===== config.mk =====
export PLATFORM = sky130hd
export DESIGN_NAME = d_free_list_flat
export DESIGN_NICKNAME = d
export VERILOG_FILES = /design/src/rtl/d_free_list_if.sv /design/src/rtl/d_free_list.sv /design/src/flat_wrapper.sv
export SDC_FILE = /design/constraint.sdc
export NUM_CORES = 1
export LEC_CHECK = 0
export ABC_AREA = 1
export BUFFER_PORTS_ARGS = -buffer_cell sky130_fd_sc_hd__clkbuf_2
export CELL_PAD_IN_SITES_DETAIL_PLACEMENT = 0
export CELL_PAD_IN_SITES_GLOBAL_PLACEMENT = 1
export CORE_UTILIZATION = 41
export DETAILED_ROUTE_END_ITERATION = 7
export GPL_TIMING_DRIVEN = 0
export PLACE_DENSITY = 0.77
export SYNTH_ARGS = -nofsm -noshare
export SYNTH_HDL_FRONTEND = slang
export SYNTH_SLANG_ARGS = --single-unit

===== constraint.sdc =====
create_clock -name clk -period 3.4 [get_ports clk]
set_input_delay 0.68 -clock clk [delete_from_list [all_inputs] [get_ports clk]]
set_output_delay 0.68 -clock clk [all_outputs]
set_load 0.1 [all_outputs]

===== src/rtl/d_free_list_if.sv =====
// Allocation / free / commit / flush bundle between the D-register free list and rename/retire.
// slave = the free list itself, master = the rename/retire logic driving it.
interface d_free_list_if #(
    parameter int P_BITS = 5
) ();
    logic              alloc_valid;
    logic [P_BITS-1:0] alloc_tag;
    logic              alloc_ack;
    logic              free_valid;
    logic [P_BITS-1:0] free_tag;
    logic              commit_valid;
    logic              flush;
    logic [P_BITS:0]   free_count;
    logic              error;

    // alloc_valid/alloc_ack is a valid/ready pair: a tag is consumed only in a
    // cycle where both are high (and flush is low). free_valid, commit_valid and
    // flush are single-cycle strobes sampled at the rising clock edge.
    modport slave (
        output alloc_valid, alloc_tag, free_count, error,
        input  alloc_ack, free_valid, free_tag, commit_valid, flush
    );

    modport master (
        input  alloc_valid, alloc_tag, free_count, error,
        output alloc_ack, free_valid, free_tag, commit_valid, flush
    );
endinterface


===== src/rtl/d_free_list.sv =====
// Circular free list of physical D-register tags with a commit head for flush rollback.
// Optional same-cycle free->alloc bypass on an empty list: define FREE_LIST_BYPASS_EN.
`ifndef NUM_D_REG
`define NUM_D_REG 32
`endif

module d_free_list #(
    parameter int NUM_P_REG = `NUM_D_REG,
    parameter int NUM_ARCH  = 16,
    parameter int P_BITS    = $clog2(NUM_P_REG)
) (
    input  logic          clk,
    input  logic          n_rst,
    d_free_list_if.slave  fl
);
    localparam int PTR_W = P_BITS + 1;

    logic [P_BITS-1:0] mem_q [NUM_P_REG];
    logic [PTR_W-1:0]  head_q, head_d;
    logic [PTR_W-1:0]  tail_q, tail_d;
    logic [PTR_W-1:0]  chead_q, chead_d;
    logic              error_q, error_d;

    logic [PTR_W-1:0]  count;
    logic              empty, full, bypass;
    logic              do_alloc, do_free, do_commit;

    assign count = tail_q - head_q;
    assign empty = (count == '0);
    assign full  = (count == PTR_W'(NUM_P_REG));

`ifdef FREE_LIST_BYPASS_EN
    assign bypass = empty & fl.free_valid;
`else
    assign bypass = 1'b0;
`endif

    assign fl.alloc_valid = ~empty | bypass;
    assign fl.alloc_tag   = bypass ? fl.free_tag : mem_q[head_q[P_BITS-1:0]];
    assign fl.free_count  = count;
    assign fl.error       = error_q;

    // All legality checks look at this cycle's registered pointers only.
    assign do_alloc  = fl.alloc_ack & ~fl.flush & fl.alloc_valid;
    assign do_free   = fl.free_valid & ~full;
    assign do_commit = fl.commit_valid & (chead_q != head_q);

    always_comb begin
        head_d  = head_q;
        tail_d  = tail_q;
        chead_d = chead_q;
        error_d = error_q;

        if (do_free)   tail_d  = tail_q + PTR_W'(1);
        if (do_commit) chead_d = chead_q + PTR_W'(1);

        // Flush rewinds to the post-commit head, discarding any ack this cycle.
        if (fl.flush)       head_d = chead_d;
        else if (do_alloc)  head_d = head_q + PTR_W'(1);

        if (fl.alloc_ack & ~fl.flush & ~fl.alloc_valid) error_d = 1'b1;
        if (fl.free_valid & full)                       error_d = 1'b1;
        if (fl.commit_valid & (chead_q == head_q))      error_d = 1'b1;
    end

    always_ff @(posedge clk) begin
        if (!n_rst) begin
            head_q  <= '0;
            chead_q <= '0;
            tail_q  <= PTR_W'(NUM_P_REG - NUM_ARCH);
            error_q <= 1'b0;
        end else begin
            head_q  <= head_d;
            chead_q <= chead_d;
            tail_q  <= tail_d;
            error_q <= error_d;
        end
    end

    // Tags 0..NUM_ARCH-1 start out mapped, so only the rest are free at reset.
    always_ff @(posedge clk) begin
        if (!n_rst) begin
            for (int i = 0; i < NUM_P_REG; i++) begin
                mem_q[i] <= (i < NUM_P_REG - NUM_ARCH) ? P_BITS'(NUM_ARCH + i) : '0;
            end
        end else if (do_free) begin
            mem_q[tail_q[P_BITS-1:0]] <= fl.free_tag;
        end
    end
endmodule


===== src/flat_wrapper.sv =====
// flat-port wrapper written by rule: the top's interface ports become plain ports
module d_free_list_flat 
#(
    parameter int NUM_P_REG = `NUM_D_REG,
    parameter int NUM_ARCH  = 16,
    parameter int P_BITS    = $clog2(NUM_P_REG)
)
  (clk, n_rst, fl_alloc_valid, fl_alloc_tag, fl_free_count, fl_error, fl_alloc_ack, fl_free_valid, fl_free_tag, fl_commit_valid, fl_flush);
  d_free_list_if #(.P_BITS(P_BITS)) fl_i ();
  input  logic clk;
  input  logic n_rst;
  output wire logic [$bits(fl_i.alloc_valid)-1:0] fl_alloc_valid;
  output wire logic [$bits(fl_i.alloc_tag)-1:0] fl_alloc_tag;
  output wire logic [$bits(fl_i.free_count)-1:0] fl_free_count;
  output wire logic [$bits(fl_i.error)-1:0] fl_error;
  input wire logic [$bits(fl_i.alloc_ack)-1:0] fl_alloc_ack;
  input wire logic [$bits(fl_i.free_valid)-1:0] fl_free_valid;
  input wire logic [$bits(fl_i.free_tag)-1:0] fl_free_tag;
  input wire logic [$bits(fl_i.commit_valid)-1:0] fl_commit_valid;
  input wire logic [$bits(fl_i.flush)-1:0] fl_flush;
  assign fl_alloc_valid = fl_i.alloc_valid;
  assign fl_alloc_tag = fl_i.alloc_tag;
  assign fl_free_count = fl_i.free_count;
  assign fl_error = fl_i.error;
  assign fl_i.alloc_ack = fl_alloc_ack;
  assign fl_i.free_valid = fl_free_valid;
  assign fl_i.free_tag = fl_free_tag;
  assign fl_i.commit_valid = fl_commit_valid;
  assign fl_i.flush = fl_flush;
  d_free_list #(.NUM_P_REG(NUM_P_REG), .NUM_ARCH(NUM_ARCH), .P_BITS(P_BITS)) u_core (.clk(clk), .n_rst(n_rst), .fl(fl_i));
endmodule

==> summary.txt, run 1 <==
Core area - 0.0218 sq mm
Initial DRC count - 837
Antenna Cells - 0
Flop pwr share - 43.2%
First-pass GRT wire length - 41,400 microns
Largest net degree at the start of global routing - 18
Crit share post-route - 98.7%
Gr usage total - 25.6%
Sequential fraction of the synthesis area - 58.4%
Hold_buf cts - 0
Final setup violation count - 0
Via count - 7,434
Wire per inst - 20.5 microns
Fin crit period - 3.36 ns
CP max stage cell - clkbuf_1
Cells after Synth - 1,008
Worst EP arrival - 2.68 ns
Final ANT Viol Nets - 0
Slew Limit Fails - 0
CTS root buffer - clkbuf_16
Setup Skew - 0.00967 ns
Synth Cell Area - 0.00906 sq mm
CTS tree - yes
Combinational share of power - 21.7%
Post-synthesis cell type count - 29
Commonest non-fill, non-tap cell in the layout - nor2_1
Syn avg cell area - 8.99 sq um
Initial antenna violation count - 0
Relative max-transition margin - 38.4%
Clock power share - 35.1%
YS warnings - 0
Leakage - 0.00382 uW
H-tree levels - 4
Clk slew on worst S/H paths - 0.07 ns
Status - complete, no violations
Ratio of cells with drive above 1 in the final layout - 9.24%
Final Hold Vio Count - 0
Cts bufs inserted - 17
Syn Nets - 1,031
Max FO, Critical Path - 10
1st-pass router iterations - 5
Fmax - 298 MHz
Nets - 1,071
Clk buf depth - 2
Slew at the pin closest to its max-slew limit - 0.923 ns
CP max stage delay - 0.52 ns
CP dominant cell by count - nand2_1
Number of port buffers - 21
CP Data Required Time - 2.72 ns
Crit. End Element - output pin
Die extent in x - 151 microns
P_int - 4000 uW
Routed WL - 27,400 microns
Most frequent cells in the layout - nor2_1, edfxtp_1, nand2_1, nand3_1, o21ai_0
Switch Pwr - 1990 uW
Worst setup path class - flip-flop to output pin
IO Pins - 24
Clk Latency, worst-skew pair - 0.44 ns
Area growth syn-to-layout - 12.9%
Vias/cell - 5.54
RSZ-0062 raised after global routing - yes
Peak supply drop - 382 uV
Tot Pwr - 5980 uW
Layout filler cell count - 2,152
Initial core utilization - 41.6%
Hpwl dp - 20,000 microns
#FFs+latches synth - 184
PD cells - 585 mW/mm^2
Sw Share - 33.2%
Delay-heaviest family, CP - buffers and inverters
Max Cap Violations - 0
Clock sink count - 184
Layout Utilization - 47.0%
Gr ovfl total - 0
Num rows - 54
DRC - 0
Die Ht - 151 microns
Die ar. - 0.0227 sq mm
Hold WC Path Type - flip-flop to flip-flop
CP cell instances - inv_1 > clkbuf_1 > o21ai_0 > o22ai_1 > o21ai_0 > nand2_1 > nand2_1 > nand2_1 > buf_4
Vias in the first global route - 7,011
Critical Path Source Type - flip-flop
Buf/Inv on CP - 3
Placer congestion estimate - 0.927
==> tightest hold or removal path: stages, from the launching register on <==
cell,delay [ns]
dfxtp_1,0.34
nand2_1,0.07
a21oi_1,0.05
==> final timing paths <==
path | start | end | slack [ns] | cells past startpoint
max reg2reg | u_core.tail_q[0] | u_core.mem_q[29][4] | 0.25 | 15
max | flip-flop | fl_alloc_tag[4] | 0.04 | 9
min reg2reg | u_core.tail_q[5] | u_core.tail_q[5] | 0.52 | 2
min | u_core.tail_q[5] | u_core.tail_q[5] | 0.52 | 2
==> timing repair <==
| item | in CTS | in global routing |
|---|---|---|
| setup buffers | 0 | 1 |
| setup endpoints to repair | 6 | 11 |
| cloned | 0 | 0 |
| pin swaps | 0 | 1 |
| gates resized for setup | 23 | 29 |
==> power groups by stage <==
stage / logic (uW) / registers, uW / clock network (uW)
after floorplan: 891 / 2620 / 0
after global placement: 1240 / 2630 / 0
final: 1300 / 2580 / 2100
after detailed placement: 1250 / 2630 / 0
after global routing: 1390 / 2590 / 2180
after CTS: 1270 / 2580 / 2100
==> synth_stat cells (all sizes together) <==
cell type | n | area [sq um]
inv | 57 | 214
edfxtp | 160 | 4800
a21oi | 21 | 105
o22ai | 11 | 68.8
and2 | 2 | 12.5
nor3 | 2 | 10.0
nand2 | 164 | 648
xor2 | 11 | 96.3
dfxtp | 24 | 480
ha | 11 | 138
clkbuf | 53 | 199
nand4 | 2 | 12.5
nand3 | 101 | 505
o21ai | 95 | 475
or2 | 1 | 6.26
nor2 | 256 | 971
o221ai | 24 | 210
nand3b | 1 | 7.51
fa | 1 | 20.0
buf | 10 | 63.8
a41oi | 1 | 8.76
==> registers in the layout, summed over array words and instances (netlist names), named ones only <==
| name | cells |
|---|---|
| u_core.mem_q | 160 |
| u_core.head_q | 6 |
| u_core.chead_q | 6 |
| u_core.fl.error | 1 |
| u_core.tail_q | 6 |
==> metal layers <==
metal	share of wire, %	GRT usage [%]	vias up	wire length [microns]
li1	-	-	3511	-
met1	41	34.1	3494	11300
met2	46	41.2	369	12600
met3	9.8	5.06	60	2680
met4	3.0	9.75	0	827
met5	0	0	-	0
==> cells by family after synthesis <==
family	after synthesis	synth area share [%]
xor gates and xnor gates	11	1.06
buffers and inverters	120	5.26
and+or+nand+nor	529	24.0
adders and majority gates	12	1.74
DFF	184	58.4
AOI/OAI and AO/OA	152	9.59
==> stage by stage <==
stage                     std cells  TNS [ns]  setup WS, ns  hold WS, ns  instance area (sq um)
after global routing           1341  -0.00778      -0.00778        0.557                  10200
after detailed placement       1309    -0.273        -0.128        0.502                   9520
after floorplan                1008         0        0.0407        0.475                   9060
after CTS                      1341         0       0.00707        0.515                  10200
final                          1341         0        0.0434        0.516                  10200
after global placement         1309    -0.235       -0.0948        0.492                   9520
==> layout make-up <==
| type | instances | area (sq um) | area share (%) |
|---|---|---|---|
| flip-flops and latches | 184 | 5290 | 51.7 |
| inverters | 57 | 214 | 2.09 |
| repair buffers | 22 | 143 | 1.40 |
| clock inverters | 15 | 191 | 1.87 |
| well taps | 280 | 350 | 3.43 |
| multi-input cells | 704 | 3320 | 32.4 |
| plain buffers | 62 | 295 | 2.89 |
| clock buffers | 17 | 425 | 4.16 |
No activity file was read; power rests on OpenSTA's default activity.
==> run 2, diff against run 1 <==
PLACE_DENSITY = 0.8   (was 0.77)
clock period = 2.8 ns   (was 3.4 ns; I/O delays follow)
==> run 2 against run 1 <==
Effect of this change: the flow now finishes with violations (capacitance limit, slew limit, setup timing); final cell count up 1.1%; final area rose by 9.8%; critical path type unchanged; combinational power is 46% higher; power up 25%; largest power group unchanged; register-to-register slack worse by 0.28 ns.
==> summary.txt, run 2 (same netlist as run 1, synthesis figures left out) <==
Crit. End Element - output pin
Clk slew on worst S/H paths - 0.06 ns (about the same)
Max Cap Violations - 1 (+1)
Hold wc startpoint - n_rst
Hold endpoint - u_core.tail_q[0]
Status - complete, but fails checks
WHS - 0.451 ns (-0.0649 ns)
PD cells - 666 mW/mm^2 (+14%)
Vias in the first global route - 7,111 (+1.4%)
Core area - 0.0218 sq mm (unchanged)
Critical Path Source Type - flip-flop
Ratio of cells with drive above 1 in the final layout - 18.8% (+9.5 points)
Relative max-transition margin - -0.587% (-39 points)
IO Pins - 24 (unchanged)
Clock sink count - 184 (unchanged)
Initial antenna violation count - 0 (unchanged)
Worst setup path class - flip-flop to output pin
Cts bufs inserted - 17 (unchanged)
Peak supply drop - 503 uV (+32%)
Hold_buf cts - 0 (unchanged)
Hold WC Path Type - primary input to flip-flop
Initial DRC count - 789 (-5.7%)
Gr usage total - 25.4% (-0.19 points)
R2R Path Start - u_core.tail_q[0]
Crit share post-route - 103%
First-pass GRT wire length - 41,200 microns (-0.58%)
Largest Register - u_core.mem_q
Hpwl dp - 19,600 microns (-2.2%)
Hold depth - 3 (+1)
Num rows - 54 (unchanged)
Commonest non-fill, non-tap cell in the layout - nor2_1
Clk Latency, worst-skew pair - 0.43 ns (about the same)
Die Ht - 151 microns (unchanged)
DRC - 0 (unchanged)
Initial core utilization - 41.6% (unchanged)
Max FO, Critical Path - 3 (-7)
Nets - 1,086 (+1.4%)
Fmax - 348 MHz
Layout filler cell count - 1,991 (-7.5%)
Pre-CTS WS - -0.566 ns (-0.438 ns)
Final ANT Viol Nets - 0 (unchanged)
Setup TNS Final - -0.745 ns (-0.745 ns)
Worst r2r dst - u_core.mem_q[5][1]
Dpl cells - 1,310 (+0.076%)
Layout Utilization - 51.6% (+4.6 points)
Final Hold Vio Count - 0 (unchanged)
Failing checks - capacitance limit, slew limit, setup timing
Fin crit period - 2.87 ns
Slew Limit Fails - 11 (+11)
Setup WS post-layout - -0.0743 ns (-0.118 ns)
Final setup violation count - 63 (+63)
Gr ovfl total - 0 (unchanged)
Worst EP arrival - 2.31 ns (-0.37 ns)
Number of port buffers - 21 (unchanged)
Die extent in x - 151 microns (unchanged)
Area growth syn-to-layout - 23.9%
Die ar. - 0.0227 sq mm (unchanged)
R2r setup slk - -0.03 ns (-0.28 ns)
Reg area - 0.00530 sq mm (+0.26%)
Most frequent cells in the layout - nor2_1, edfxtp_1, nand3_1, nand2_1, o21ai_0
R2R cell count - 16 (+1)
Slew at the pin closest to its max-slew limit - 1.51 ns (+0.585 ns)
Clk buf depth - 2 (unchanged)
CTS root buffer - clkbuf_16
Routed WL - 28,000 microns (+2.0%)
Via count - 7,577 (+1.9%)
Antenna Cells - 0 (unchanged)
Leakage - 0.00428 uW (+12%)
Vias/cell - 5.59 (+0.80%)
RSZ-0062 raised after global routing - yes
Multi-input gate area - 0.00387 sq mm (+17%)
Largest register FFs - 160 (unchanged)
Setup Skew - 0.00870 ns (-0.000967 ns)
H-tree levels - 4 (unchanged)
Wire per inst - 20.6 microns (+0.87%)
1st-pass router iterations - 6 (+1)
CP Data Required Time - 2.24 ns (-0.48 ns)
Cell Count, Final, Fillers Out - 1,356 (+1.1%)
Placer congestion estimate - 0.906 (-2.3%)
Largest net degree at the start of global routing - 17 (-1)
CTS tree - yes
[run 2: worst max path at each step]
stage,endpoint,start,depth (start not counted)
after floorplan,u_core.mem_q[14][0],u_core.tail_q[0],14
after global placement,fl_alloc_tag[4],flip-flop,9
after detailed placement,fl_alloc_tag[3],flip-flop,10
after CTS,fl_alloc_valid,u_core.tail_q[0],10
after global routing,fl_alloc_valid,u_core.tail_q[0],10
final,fl_alloc_valid,u_core.tail_q[0],10
[run 2: final cells by class]
type / count / area share [%]
Buffer: 62 / 4.34
Tap cell: 280 / 3.12
Inverter: 57 / 1.95
Clock buffer: 19 / 3.86
Timing Repair Buffer: 37 / 3.61
Clock inverter: 13 / 1.37
Sequential cell: 184 / 47.3
Multi-Input combinational cell: 704 / 34.5
[run 2: metal layers]
metal / global-route usage, % / vias up / share of wire (%)
met5: 0 / - / 0
met4: 9.35 / 0 / 2.8
met3: 4.21 / 54 / 7.5
met2: 41.8 / 356 / 48
met1: 33.7 / 3616 / 42
li1: - / 3551 / -
[run 2: stage by stage]
stage / cell area (sq um) / total power [uW]
after global placement: 9830 / 4750
after detailed placement: 9850 / 4760
after floorplan: 9370 / 4320
after CTS: 10800 / 7320
final: 11200 / 7470
after global routing: 11200 / 7700
[run 2: critical path: stages (launching register included)]
cell and delay (ns):
dfxtp_4 0.36, inv_4 0.04, ha_4 0.15, inv_4 0.04
fa_2 0.43, or2_1 0.21, nor2_1 0.09, nand3_1 0.12
nor2_4 0.17, nand2_4 0.07, clkbuf_16 0.20
[run 2: what timing repair did]
item / CTS / global route
cloned: 0 / 2
gates resized for setup: 96 / 83
buffers inserted: 7 / 6
endpoints found under the hold margin: 0 / 0
setup endpoints to repair: 37 / 290
pin swaps: 7 / 12
[run 2: power breakdown]
group / switching, uW / internal (uW) / leakage (uW)
Clock: 1040 / 1400 / 0.000281
Combinational: 1320 / 573 / 0.00231
Sequential: 64.4 / 3070 / 0.00168
Total: 2430 / 5040 / 0.00428
==> run 3, diff against run 2 <==
CORE_UTILIZATION = 44   (was 41)
PLACE_DENSITY = 0.84   (was 0.8)
REMOVE_ABC_BUFFERS = 1   (was not set)
==> run 3 against run 2 <==
Effect of this change: the flow finishes with violations (setup timing); wire length down 1.5%; first-iteration DRC count increased by 18%; power increased by 5.5%; core utilization increased by 5.8 points; largest cell class unchanged; setup slack better by 0.013 ns; final area grew 3.5%; final cell count is 1.0% lower; combinational power grew 7%.
==> summary.txt, run 3 (same netlist as run 1, synthesis figures left out) <==
Failing checks - setup timing
Largest register FFs - 160 (unchanged)
Worst EP arrival - 2.30 ns (about the same)
Initial core utilization - 44.8% (+3.1 points)
Critical Path Source Type - flip-flop
CP max stage cell - fa_2
Clk Latency, worst-skew pair - 0.44 ns (about the same)
Crit share post-route - 102% (-0.47 points)
Die Ht - 145 microns (-3.4%)
Max FO, Critical Path - 3 (unchanged)
Crit. End Element - output pin
Commonest non-fill, non-tap cell in the layout - nor2_1
Via count - 7,725 (+2.0%)
CP startpoint - u_core.tail_q[0]
Die extent in x - 145 microns (-3.4%)
Tot Pwr - 7880 uW (+5.5%)
Setup Skew - 0.0102 ns (+0.00151 ns)
Final Cell Area - 0.0116 sq mm (+3.5%)
Clk buf depth - 2 (unchanged)
Largest net degree at the start of global routing - 43 (+26)
Final setup violation count - 17 (-73%)
Vias in the first global route - 7,267 (+2.2%)
Slew Limit Fails - 0 (-11)
Cell Count, Final, Fillers Out - 1,342 (-1.0%)
Setup WS post-layout - -0.0613 ns (+0.0130 ns)
Leakage - 0.00446 uW (+4.3%)
Core area - 0.0202 sq mm (-7.0%)
CTS root buffer - clkbuf_16
Setup TNS Final - -0.726 ns (+0.0191 ns)
Relative max-transition margin - 28.0% (+29 points)
Vias/cell - 5.76 (+3.0%)
Hold_buf cts - 0 (unchanged)
Status - complete, but fails checks
Buf/Inv on CP - 3 (unchanged)
Area growth syn-to-layout - 28.2%
IO Pins - 24 (unchanged)
Final ANT Viol Nets - 0 (unchanged)
Peak supply drop - 552 uV (+9.7%)
First-pass GRT wire length - 40,100 microns (-2.6%)
Fmax - 349 MHz (+0.46%)
Wire per inst - 20.5 microns (-0.45%)
Initial DRC count - 933 (+18%)
Clock sink count - 184 (unchanged)
Hpwl dp - 14,600 microns (-25%)
Ratio of cells with drive above 1 in the final layout - 22.5% (+3.7 points)
Hold wc startpoint - fl_free_valid
Post-DP Area - 0.00938 sq mm (-4.8%)
Multi-input gate area - 0.00385 sq mm (-0.48%)
Reg area - 0.00531 sq mm (about the same)
CP cell instances - inv_4 > ha_4 > inv_4 > fa_2 > or2_1 > nor2_1 > nand3_1 > nor2_4 > nand2_2 > clkbuf_16
PD cells - 679 mW/mm^2 (+2.0%)
DRC - 0 (unchanged)
Gr ovfl total - 0 (unchanged)
Delay-heaviest family, CP - simple AND/OR/NAND/NOR gates
Num rows - 52 (-3.7%)
Cts bufs inserted - 17 (unchanged)
WHS - 0.502 ns (+0.0513 ns)
Slew at the pin closest to its max-slew limit - 1.08 ns (-0.429 ns)
Layout filler cell count - 1,698 (-15%)
Max Cap Violations - 0 (-1)
Largest Register - u_core.mem_q
Initial antenna violation count - 0 (unchanged)
Dpl cells - 1,244 (-5.0%)
H-tree levels - 4 (unchanged)
Hold WC Path Type - primary input to flip-flop
Routed WL - 27,600 microns (-1.5%)
Final Hold Vio Count - 0 (unchanged)
Number of port buffers - 23 (+9.5%)
Nets - 1,082 (-0.37%)
RSZ-0062 raised after global routing - yes
Clk slew on worst S/H paths - 0.07 ns (about the same)
CTS tree - yes
Antenna Cells - 0 (unchanged)
Placer congestion estimate - 0.806 (-11%)
R2R Path Start - u_core.tail_q[0]
Die ar. - 0.0212 sq mm (-6.7%)
CP max stage delay - 0.43 ns (about the same)
CP dominant cell by count - inv_4
Gr usage total - 25.2% (-0.17 points)
Worst setup path class - flip-flop to output pin
Most frequent cells in the layout - nor2_1, edfxtp_1, nand3_1, nand2_1, o21ai_0
1st-pass router iterations - 6 (unchanged)
Fin crit period - 2.86 ns (-0.0130 ns)
CP Data Required Time - 2.24 ns (about the same)
==> run 3: cell types whose count changed in the layout (fill, tap and decap cells not counted), moves of 5 or more <==
cell	before	now
a21oi_1	21	15
a21oi_2	0	6
buf_16	2	9
buf_4	17	37
clkbuf_1	25	0
clkbuf_2	20	14
clkbuf_4	8	0
clkbuf_8	6	1
nand2_2	17	26
o21ai_0	85	77
o21ai_1	7	12
==> run 3: worst min-delay path, cell delays in order <==
cell,delay (ns)
clkbuf_2,0.17
nand3_1,0.11
a21oi_1,0.06
==> run 3: final timing paths <==
| check | to | slack [ns] | cells past startpoint |
|---|---|---|---|
| setup / recovery | fl_alloc_valid | -0.06 | 10 |
| hold / removal | u_core.tail_q[2] | 0.50 | 3 |
| setup reg to reg | u_core.mem_q[0][4] | -0.03 | 17 |
| hold reg to reg | u_core.tail_q[5] | 0.51 | 2 |
==> run 3: cell type report <==
cell class,count,area share [%]
flip-flops and latches,184,45.7
repair inverters,4,0.334
clock buffers,17,3.66
repair buffers,90,10.1
clock inverters,15,1.96
multi-input cells,705,33.2
well taps,270,2.91
inverters,57,2.18
==> run 3: what timing repair did <==
item | 4_1_cts | 5_1_grt
gates cloned | 9 | 7
pin swaps | 12 | 20
buffers inserted | 29 | 20
gates resized for setup | 94 | 135
endpoints found under the setup margin | 315 | 248
==> run 3: power by group <==
part / switching [uW] / internal (uW) / total, uW
logic: 1350 / 692 / 2040
registers: 79.1 / 3070 / 3150
clock network: 1160 / 1540 / 2700
==> run 3: metal layers <==
layer | GRT usage, % | wire length [microns] | up-vias
met5 | 0 | 0 | -
met4 | 11.5 | 1010 | 0
met3 | 4.73 | 2660 | 84
met2 | 41.1 | 13200 | 463
met1 | 32.8 | 10700 | 3630
li1 | - | - | 3548
==> run 3: through the flow <==
step,setup slack (ns),util [%]
global route,-0.166,57.4
CTS,-0.129,53.0
global placement,-3.73,45.7
finish,-0.0613,57.4
floorplan,-1.90,-
detailed placement,-1.26,46.4
